$ cat src/rtl/spi_pkg.sv
// rtl/spi_pkg.sv - shared SPI word width, underrun fill word and responder state type
package spi_pkg;

    localparam int         SPI_WIDTH      = 8;
    localparam logic [7:0] SPI_DEFAULT_TX = 8'hFF;

    typedef enum logic {
        SPI_IDLE,
        SPI_ACTIVE
    } spi_state_t;

endpackage

$ cat src/rtl/spi_sync_edge.sv
// rtl/spi_sync_edge.sv - multi-flop input synchronizer with rise/fall pulses on the synced level
module spi_sync_edge #(
    parameter int   SYNC_STAGES = 2,
    parameter logic RESET_VAL   = 1'b0
) (
    input  logic clk,
    input  logic rst,
    input  logic din,
    output logic rise,
    output logic fall
);

    logic [SYNC_STAGES-1:0] sync_q, sync_d;
    logic                   prev_q, prev_d;
    logic                   level;

    always_comb begin
        sync_d = {sync_q[SYNC_STAGES-2:0], din};
        prev_d = sync_q[SYNC_STAGES-1];
    end

    always_ff @(posedge clk or posedge rst) begin
        if (rst) begin
            sync_q <= {SYNC_STAGES{RESET_VAL}};
            prev_q <= RESET_VAL;
        end else begin
            sync_q <= sync_d;
            prev_q <= prev_d;
        end
    end

    assign level = sync_q[SYNC_STAGES-1];
    assign rise  = level & ~prev_q;
    assign fall  = ~level & prev_q;

endmodule

$ cat src/rtl/spi_slave_interface.sv
// rtl/spi_slave_interface.sv - SPI mode-0 responder, MSB first, oversampled in the clk domain
module spi_slave_interface
    import spi_pkg::*;
#(
    parameter int                    DATA_WIDTH  = SPI_WIDTH,
    parameter int                    SYNC_STAGES = 2,
    parameter logic [DATA_WIDTH-1:0] DEFAULT_TX  = DATA_WIDTH'(SPI_DEFAULT_TX)
) (
    input  logic                  clk,
    input  logic                  rst,
    input  logic                  sclk,
    input  logic                  mosi,
    input  logic                  chip_select,
    output logic                  miso,
    output logic                  miso_oe,
    input  logic [DATA_WIDTH-1:0] tx_data,
    input  logic                  tx_valid,
    output logic                  tx_ready,
    output logic [DATA_WIDTH-1:0] rx_data,
    output logic                  rx_valid,
    output logic                  tx_underrun,
    output logic                  busy
);

    localparam int               CNT_W    = $clog2(DATA_WIDTH);
    localparam logic [CNT_W-1:0] LAST_BIT = CNT_W'(DATA_WIDTH - 1);

    logic sclk_rise, sclk_fall, cs_rise, cs_fall;

    spi_sync_edge #(.SYNC_STAGES(SYNC_STAGES), .RESET_VAL(1'b0)) u_sclk_sync (
        .clk  (clk),
        .rst  (rst),
        .din  (sclk),
        .rise (sclk_rise),
        .fall (sclk_fall)
    );

    spi_sync_edge #(.SYNC_STAGES(SYNC_STAGES), .RESET_VAL(1'b1)) u_cs_sync (
        .clk  (clk),
        .rst  (rst),
        .din  (chip_select),
        .rise (cs_rise),
        .fall (cs_fall)
    );

    // Same depth as the sclk synchronizer so the sampled bit lines up with the detected rise.
    logic [SYNC_STAGES-1:0] mosi_q, mosi_d;
    logic                   mosi_s;

    spi_state_t            state_q, state_d;
    logic [CNT_W-1:0]      bit_cnt_q, bit_cnt_d;
    logic [DATA_WIDTH-2:0] rx_shift_q, rx_shift_d;
    logic [DATA_WIDTH-1:0] tx_shift_q, tx_shift_d;
    logic                  miso_q, miso_d;
    logic [DATA_WIDTH-1:0] hold_q, hold_d;
    logic                  hold_full_q, hold_full_d;
    logic [DATA_WIDTH-1:0] rx_data_q, rx_data_d;
    logic                  rx_valid_q, rx_valid_d;
    logic                  tx_underrun_q, tx_underrun_d;

    logic                  load;
    logic [DATA_WIDTH-1:0] load_word;
    logic [DATA_WIDTH-1:0] rx_word;

    assign mosi_s = mosi_q[SYNC_STAGES-1];

    always_comb begin
        mosi_d        = {mosi_q[SYNC_STAGES-2:0], mosi};
        state_d       = state_q;
        bit_cnt_d     = bit_cnt_q;
        rx_shift_d    = rx_shift_q;
        tx_shift_d    = tx_shift_q;
        miso_d        = miso_q;
        hold_d        = hold_q;
        hold_full_d   = hold_full_q;
        rx_data_d     = rx_data_q;
        rx_valid_d    = 1'b0;
        tx_underrun_d = 1'b0;
        load          = 1'b0;
        load_word     = hold_full_q ? hold_q : DEFAULT_TX;
        rx_word       = {rx_shift_q, mosi_s};

        case (state_q)
            SPI_IDLE: begin
                bit_cnt_d = '0;
                miso_d    = 1'b0;
                if (cs_fall) begin
                    state_d = SPI_ACTIVE;
                    load    = 1'b1;
                end
            end
            SPI_ACTIVE: begin
                // Deselect takes priority over a coincident rise; a partial word is dropped.
                if (cs_rise) begin
                    state_d   = SPI_IDLE;
                    bit_cnt_d = '0;
                    miso_d    = 1'b0;
                end else if (sclk_rise) begin
                    rx_shift_d = rx_word[DATA_WIDTH-2:0];
                    if (bit_cnt_q == LAST_BIT) begin
                        rx_data_d  = rx_word;
                        rx_valid_d = 1'b1;
                        bit_cnt_d  = '0;
                        load       = 1'b1;
                    end else begin
                        bit_cnt_d = bit_cnt_q + 1'b1;
                    end
                end else if (sclk_fall) begin
                    if (bit_cnt_q != '0) begin
                        tx_shift_d = tx_shift_q << 1;
                        miso_d     = tx_shift_q[DATA_WIDTH-2];
                    end else begin
                        miso_d = tx_shift_q[DATA_WIDTH-1];
                    end
                end
            end
            default: state_d = SPI_IDLE;
        endcase

        if (load) begin
            tx_shift_d = load_word;
            miso_d     = load_word[DATA_WIDTH-1];
            if (hold_full_q) begin
                hold_full_d = 1'b0;
            end else begin
                tx_underrun_d = 1'b1;
            end
        end

        // A write accepted alongside a load is kept for the following word.
        if (tx_valid && !hold_full_q) begin
            hold_d      = tx_data;
            hold_full_d = 1'b1;
        end
    end

    always_ff @(posedge clk or posedge rst) begin
        if (rst) begin
            mosi_q        <= '0;
            state_q       <= SPI_IDLE;
            bit_cnt_q     <= '0;
            rx_shift_q    <= '0;
            tx_shift_q    <= '0;
            miso_q        <= 1'b0;
            hold_q        <= '0;
            hold_full_q   <= 1'b0;
            rx_data_q     <= '0;
            rx_valid_q    <= 1'b0;
            tx_underrun_q <= 1'b0;
        end else begin
            mosi_q        <= mosi_d;
            state_q       <= state_d;
            bit_cnt_q     <= bit_cnt_d;
            rx_shift_q    <= rx_shift_d;
            tx_shift_q    <= tx_shift_d;
            miso_q        <= miso_d;
            hold_q        <= hold_d;
            hold_full_q   <= hold_full_d;
            rx_data_q     <= rx_data_d;
            rx_valid_q    <= rx_valid_d;
            tx_underrun_q <= tx_underrun_d;
        end
    end

    assign miso        = miso_q;
    assign miso_oe     = (state_q == SPI_ACTIVE);
    assign busy        = (state_q == SPI_ACTIVE);
    assign tx_ready    = ~hold_full_q;
    assign rx_data     = rx_data_q;
    assign rx_valid    = rx_valid_q;
    assign tx_underrun = tx_underrun_q;

endmodule

$ cat config.mk
export PLATFORM = sky130hd
export DESIGN_NAME = spi_slave_interface
export DESIGN_NICKNAME = d
export VERILOG_FILES = /design/src/rtl/spi_pkg.sv /design/src/rtl/spi_sync_edge.sv /design/src/rtl/spi_slave_interface.sv
export SDC_FILE = /design/constraint.sdc
export NUM_CORES = 1
export LEC_CHECK = 0
export ABC_AREA = 1
export BUFFER_PORTS_ARGS = -buffer_cell sky130_fd_sc_hd__buf_2
export CORE_MARGIN = 10
export CORE_UTILIZATION = 55
export CTS_BUF_LIST = sky130_fd_sc_hd__clkbuf_16
export DETAILED_ROUTE_END_ITERATION = 10
export PLACE_DENSITY = 0.87
export SLEW_MARGIN = 10
export SYNTH_ARGS = -nofsm -noshare
export SYNTH_HDL_FRONTEND = slang
export SYNTH_SLANG_ARGS = --single-unit
$ cat constraint.sdc
create_clock -name clk -period 1.7 [get_ports clk]
set_input_delay 0.425 -clock clk [delete_from_list [all_inputs] [get_ports clk]]
set_output_delay 0.425 -clock clk [all_outputs]
set_load 0.03 [all_outputs]
==> flow_metrics.py, run 1 <==
metrics = {
    "timing": {
        "hold_violations": 0,
        "worst_pin_slew_ns": 0.352,
        "fin_skew_ns": 0.00709,
        "setup_violations": 0,
        "layout_setup_ws_ns": 0.0878,
        "maxSlewHeadroom": 0.763,
        "fmax_mhz": 620,
        "fin_crit_sh": 0.948,
        "slew_violations": 0,
        "min_period_ns": 1.61,
    },
    "drt": {
        "vias": 1456,
        "drtIter0Drc": 104,
        "first_pass_iters": 4,
        "via_per_inst": 4.90,
        "routed_wl_microns": 4050,
        "wl_per_cell_microns": 13.6,
        "route.detailed.drc": 0,
        "ant_nets": 0,
    },
    "worst_setup_path": {
        "cp_max_fo": 9,
        "critical_path.max_stage_delay_ns": 0.49,
        "cp_cell_sequence": "inv_1 -> buf_2",
        "crit_buf_inv": 2,
        "slowest_stage": "dfrtp_1",
        "cpLargestDelayFamily": "flip-flops",
        "start_kind": "flop",
        "crit_required_ns": 1.27,
        "arrival_ns": 1.19,
        "rrSetupSlack_ns": 0.11,
        "critPathKind": "reg -> out",
        "end_kind": "output port",
    },
    "floorplanning": {
        "die_h_microns": 80.2,
        "io_pins": 28,
        "die_w_microns": 80.2,
        "core_sq_um": 3420,
        "num_rows": 21,
        "initial_core_util": 0.583,
        "die-area_sq_um": 6430,
    },
    "power_and_ir_drop": {
        "power_switching_mw": 1.04,
        "p_per_area_nw_per_um2": 1370,
        "power_mw": 3.24,
        "power_leakage_nw": 1.28,
        "switching_share": 0.322,
        "ir_drop_v": 0.000841,
        "internal_power_mw": 2.20,
        "power_frac_clock": 0.302,
        "seqPwrFrac": 0.476,
        "p_comb_frac": 0.221,
    },
    "logic_synthesis": {
        "syn_avg_cell_area_sq_um": 9.35,
        "synthAdderAreaFrac": 0.0188,
        "syn_nets": 230,
        "synth-compound-area-share": 0.0804,
        "synthesis.instances": 213,
        "yosysSeqAreaShare": 0.592,
        "synth_top_cell_by_area": "dfrtp_1",
        "synth_top_family_by_area": "simple AND/OR/NAND/NOR gates",
        "muxShareOfSynthArea": 0.00565,
        "ys_seq_elements": 47,
        "netlist_area_sq_um": 1990,
        "synthSimpleGateAreaFrac": 0.225,
        "ys_types": 22,
        "yosysWarnings": 0,
        "synthTopCellsByArea": "dfrtp_1 (55%), nand2_1 (13%), inv_1 (4.3%)",
        "synth_top_area_frac": 0.553,
        "synthXorXnorAreaFrac": 0,
    },
    "place": {
        "place_congestion": 0.800,
        "post-dp-hpwl_microns": 2760,
        "placed_cells": 284,
        "pre_cts_ws_ns": 0.0897,
        "io_buffers": 27,
    },
    "clock_tree": {
        "clkSinkCount": 47,
        "path_clk_slew_ns": 0.07,
        "cts_tree": "done",
        "insertion_delay_ns": 0.29,
        "cts_buffers": 5,
        "cts_buffer_depth": 2,
        "root_buffer": "clkbuf_16",
        "h-tree-depth": 2,
    },
    "global_route": {
        "antenna_found_initial": 0,
        "grtUsageTotal": 0.136,
        "grt_pass1_wl_microns": 6950,
        "grt_max_degree": 48,
        "overflow": 0,
        "grt_pass1_vias": 1545,
    },
    "layout": {
        "final_util": 0.695,
        "fin_nets": 267,
        "syn_to_final_growth_pct": 19.2,
        "fin_cells": 297,
        "antenna_cells_inserted": 0,
        "fillers": 259,
        "final_layout_size_suffix_gt1_frac": 0.255,
    },
    "job": {
        "cap_violations": 0,
    },
    "worst_hold_path": {
        "min_path_type": "in -> async",
    },
    "run_status": {
        "outcome": "complete, no violations",
    },
}
[worst min-delay path, stage by stage]
cell      delay [ns]
buf_2           0.10
clkinv_1        0.06
buf_12          0.24
[registers in the layout, indices dropped and copies added (netlist names), 2 cells and up]
name and count:
u_cs_sync.sync_q 2, mosi_q 2, u_sclk_sync.sync_q 2, hold_q 8
bit_cnt_q 3, tx_shift_q 8, rx_shift_q 7, rx_data 8
[synth_stat cells (all sizes together)]
| cell | instances |
|---|---|
| nand3 | 14 |
| buf | 7 |
| dfstp | 3 |
| mux2 | 1 |
| clkinv | 1 |
| dfrtp | 44 |
| o21ai | 19 |
| a21oi | 9 |
| o2111ai | 1 |
| inv | 25 |
| nand2 | 76 |
| ha | 3 |
| nor2 | 10 |
[metrics by stage]
step	setup TNS [ns]	hold WS, ns	cell area, sq um
6_report	0	0.156	2370
5_1_grt	-0.0108	0.184	2370
4_1_cts	0	0.172	2330
3_5_place_dp	0	0.338	2180
3_3_place_gp	0	0.334	2180
2_1_floorplan	0	0.331	1990
[layer usage]
layer / share of wire / vias to the layer above / track usage
li1: - / 733 / -
met1: 0.44 / 679 / 0.160
met2: 0.50 / 37 / 0.229
met3: 0.047 / 7 / 0.0312
met4: 0.017 / 0 / 0.0651
met5: 0 / - / 0
[final cells by class]
cell class                 count  area (sq um)  share of cell area
clock buffer                   5           125              0.0527
clock inverter                 3          25.0              0.0105
inverter                      26           103              0.0432
multi-input combinational    133           657               0.277
sequential                    47          1180               0.497
tap                           46          57.6              0.0242
timing repair buffer          37           226              0.0954
[cell families after synthesis]
logic type,count (synthesis)
adder cells (fa/ha/maj),3
buffers and inverters,33
flip-flops,47
AO/OA/AOI/OAI,29
AND/OR/NAND/NOR,100
multiplexers,1
[placed cells by master (no fill, tap or decap), drive strengths merged]
| cell | netlist | routed |
|---|---|---|
| inv | 25 | 26 |
| nor2 | 10 | 10 |
| clkbuf | 0 | 5 |
| buf | 7 | 37 |
| o21ai | 19 | 19 |
| mux2 | 1 | 1 |
| a21oi | 9 | 9 |
| ha | 3 | 3 |
| dfstp | 3 | 3 |
| o2111ai | 1 | 1 |
| dfrtp | 44 | 44 |
| clkinvlp | 0 | 1 |
| nand2 | 76 | 76 |
| clkinv | 1 | 2 |
| nand3 | 14 | 14 |
[final timing paths]
check                                                 from                         endpoint  cells past startpoint
min                                                    rst        rx_shift_q[3]$_DFFE_PP0P_                      3
max reg2reg                       bit_cnt_q[0]$_DFFE_PP0P_        tx_shift_q[1]$_DFFE_PP0P_                     10
min reg2reg                u_sclk_sync.sync_q[0]$_DFF_PP0_  u_sclk_sync.sync_q[1]$_DFF_PP0_                      0
min in group clk                                      mosi              mosi_q[0]$_DFF_PP0_                      1
max                                hold_full_q$_DFFE_PP0P_                         tx_ready                      2
max in group asynchronous                              rst       u_cs_sync.prev_q$_DFF_PP1_                      3
[repair_timing]
| item | CTS | global route |
|---|---|---|
| setup buffers | 0 | 5 |
| gates resized for setup | 0 | 1 |
| hold buffers | 0 | 0 |
| setup endpoints to repair | 0 | 7 |
[power by group through the flow]
stage | clock network (mW) | registers, mW | logic [mW]
2_1_floorplan | 0 | 1.52 | 0.567
3_3_place_gp | 0 | 1.54 | 0.672
3_5_place_dp | 0 | 1.56 | 0.709
4_1_cts | 0.989 | 1.54 | 0.723
5_1_grt | 1.04 | 1.58 | 0.844
6_report | 0.981 | 1.54 | 0.719
No activity file was read; power rests on OpenSTA's default activity.
==> inputs of run 2 (changes only) <==
--- a/config.mk
+++ b/config.mk
@@ -6,5 +6,4 @@
 export NUM_CORES = 1
 export LEC_CHECK = 0
-export ABC_AREA = 1
 export BUFFER_PORTS_ARGS = -buffer_cell sky130_fd_sc_hd__buf_2
 export CORE_MARGIN = 10
==> constraint.sdc (replaced) <==
create_clock -name clk -period 1.7 [get_ports clk]
set_input_delay 0.34 -clock clk [delete_from_list [all_inputs] [get_ports clk]]
set_output_delay 0.34 -clock clk [all_outputs]
set_load 0.03 [all_outputs]
==> run 2 against run 1 <==
Compared with the run above: sequential share of layout area is 0.77 points lower; core utilization grew 1.1 points; die area up 0.32%; critical path type is now reg -> reg; largest cell class unchanged; largest power group unchanged.
==> flow_metrics.py, run 2 <==
metrics = {
    "global_route": {
        "grt_max_degree": 31,
        "grt_pass1_wl_microns": 6900,
        "overflow": 0,
        "grt_pass1_vias": 1409,
        "antenna_found_initial": 0,
        "grtUsageTotal": 0.140,
    },
    "power_and_ir_drop": {
        "power_leakage_nw": 1.15,
        "p_per_area_nw_per_um2": 1320,
        "power_mw": 3.19,
        "ir_drop_v": 0.000788,
    },
    "floorplanning": {
        "core_sq_um": 3420,
        "die_h_microns": 80.3,
        "io_pins": 28,
        "die_w_microns": 80.3,
        "num_rows": 21,
        "initial_core_util": 0.586,
        "die-area_sq_um": 6450,
    },
    "logic_synthesis": {
        "syn_avg_cell_area_sq_um": 12.7,
        "ys_seq_elements": 47,
        "synthXorXnorAreaFrac": 0,
        "synth_enable_flop_cells": 0,
        "synthTopCellsByArea": "dfrtp_1 (55%), mux2_2 (12%), dfstp_2 (3.9%)",
        "synthesis.instances": 157,
        "postSynth.asyncResetShare": 1.00,
        "synth_top_area_frac": 0.550,
        "synth_top_cell_by_area": "dfrtp_1",
        "yosysWarnings": 0,
        "synth_top_family_by_area": "multiplexers",
        "synth-compound-area-share": 0.108,
        "yosysSeqAreaShare": 0.590,
        "netlist_area_sq_um": 2000,
        "synth_flop_cell": "dfrtp_1",
        "synth_commonest_cells": "dfrtp_1 (44), mux2_2 (22), nor2_1 (19), nand3_1 (8)",
        "ys_types": 32,
        "muxShareOfSynthArea": 0.134,
        "yosysMostFrequentCell": "dfrtp_1",
        "syn_nets": 174,
        "synthAdderAreaFrac": 0.0188,
        "synthSimpleGateAreaFrac": 0.102,
    },
    "worst_hold_path": {
        "min_path_type": "in -> async",
    },
    "clock_tree": {
        "cts_tree": "done",
        "clkSinkCount": 47,
        "cts_buffers": 5,
        "h-tree-depth": 2,
        "path_clk_slew_ns": 0.06,
        "cts_hold_buf": 0,
        "cts_buffer_depth": 2,
        "insertion_delay_ns": 0.29,
        "root_buffer": "clkbuf_16",
    },
    "layout": {
        "layout_common_cells": "dfrtp_1 (44), buf_2 (27), mux2_2 (22)",
        "final_layout_size_suffix_gt1_frac": 0.426,
        "fillers": 226,
        "antenna_cells_inserted": 0,
        "final_area_sq_um": 2410,
        "final_common_cell": "dfrtp_1",
        "fin_nets": 211,
        "syn_to_final_growth_pct": 20.5,
    },
    "timing": {
        "worst_pin_slew_ns": 0.663,
        "fin_crit_sh": 0.973,
        "fmax_mhz": 604,
        "fin_skew_ns": 0.00310,
        "maxSlewHeadroom": 0.556,
        "slew_violations": 0,
        "rsz0062_at_grt": "yes",
        "worst_hold_slack_ns": 0.0610,
        "hold_violations": 0,
        "setup_violations": 0,
        "min_period_ns": 1.65,
        "layout_setup_ws_ns": 0.0456,
    },
    "job": {
        "cap_violations": 0,
    },
    "worst_setup_path": {
        "crit_required_ns": 1.87,
        "reg2regPathDepth": 6,
        "critPathKind": "reg -> reg",
        "end_kind": "flop",
        "cp-startpoint": "bit_cnt_q[0]$_DFFE_PP0P_",
        "cp_max_fo": 8,
        "rrSetupSlack_ns": 0.05,
        "r2r_end": "tx_shift_q[6]$_DFFE_PP0P_",
        "arrival_ns": 1.82,
        "rr_startpoint": "bit_cnt_q[0]$_DFFE_PP0P_",
        "start_kind": "flop",
    },
    "place": {
        "place_congestion": 0.822,
        "io_buffers": 27,
        "pre_cts_ws_ns": -0.0452,
        "postPlaceCellArea_sq_um": 2230,
        "post-dp-hpwl_microns": 3000,
    },
    "drt": {
        "drtIter0Drc": 123,
        "ant_nets": 0,
        "wl_per_cell_microns": 18.1,
        "routed_wl_microns": 4370,
        "first_pass_iters": 4,
        "route.detailed.drc": 0,
        "vias": 1370,
        "via_per_inst": 5.68,
    },
    "run_status": {
        "outcome": "complete, no violations",
    },
}
[run 2: cell count changes in the layout (fill, tap and decap cells not counted), sizes merged, moves of 4 or more]
cell	delta
a21oi	-4
o21ai	-18
inv	-19
a221o	+7
nor2	+9
nor2b	+4
mux2	+21
nand3	-6
o22ai	+7
nand2	-73
[run 2: layout make-up]
class,instances,area [sq um],share of cell area
Clock buffer,5,125,0.0519
Clock inverter,3,22.5,0.00934
Inverter,7,26.3,0.0109
Multi-Input combinational cell,93,754,0.313
Sequential cell,47,1180,0.489
Tap cell,46,57.6,0.0239
Timing Repair Buffer,40,245,0.102
[run 2: critical path, stage by stage (launching register included)]
cell      delay (ns)
dfrtp_1         0.38
inv_1           0.08
ha_1            0.21
nand2b_1        0.13
a22oi_1         0.09
a21o_2          0.26
a221o_1         0.37
[run 2: power by group]
group / total, mW / internal (mW) / switching, mW
clock network: 0.971 / 0.552 / 0.419
registers: 1.56 / 1.38 / 0.181
logic: 0.656 / 0.329 / 0.328
[run 2: metal layers]
layer / track usage / wire length (microns)
met1: 0.150 / 1650
met2: 0.238 / 2280
met3: 0.0490 / 290
met4: 0.0704 / 141
met5: 0 / 0
[run 2: cell families (layout without fill, tap and decap cells)]
family / count (synthesis) / count (layout)
DFF: 47 / 47
and+or+nand+nor: 40 / 40
AOI/OAI and AO/OA: 26 / 26
muxes: 24 / 24
buffers and inverters: 17 / 55
adders and majority gates: 3 / 3
[run 2: stage by stage]
| step | TNS (ns) | std cells | util |
|---|---|---|---|
| 4_1_cts | 0 | 240 | 0.700 |
| 5_1_grt | -0.0896 | 241 | 0.706 |
| 3_5_place_dp | -0.272 | 232 | 0.652 |
| 6_report | 0 | 241 | 0.706 |
| 2_1_floorplan | 0 | 157 | - |
| 3_3_place_gp | 0 | 232 | 0.652 |
[run 2: timing repair]
item | in CTS | in global routing
cloned | 0 | 0
buffers inserted | 0 | 1
pin swaps | 0 | 2
setup endpoints to repair | 20 | 7
resized for setup | 3 | 2
[run 2: worst max-delay path by stage]
stage	endpoint	slack (ns)	depth (start not counted)
2_1_floorplan	tx_shift_q[1]$_DFFE_PP0P_	0.08	5
3_3_place_gp	rx_data[6]$_DFFE_PP0P_	0.06	4
3_5_place_dp	rx_data[2]$_DFFE_PP0P_	-0.05	5
4_1_cts	tx_shift_q[6]$_DFFE_PP0P_	0.02	5
5_1_grt	tx_shift_q[6]$_DFFE_PP0P_	-0.03	6
6_report	tx_shift_q[6]$_DFFE_PP0P_	0.05	6
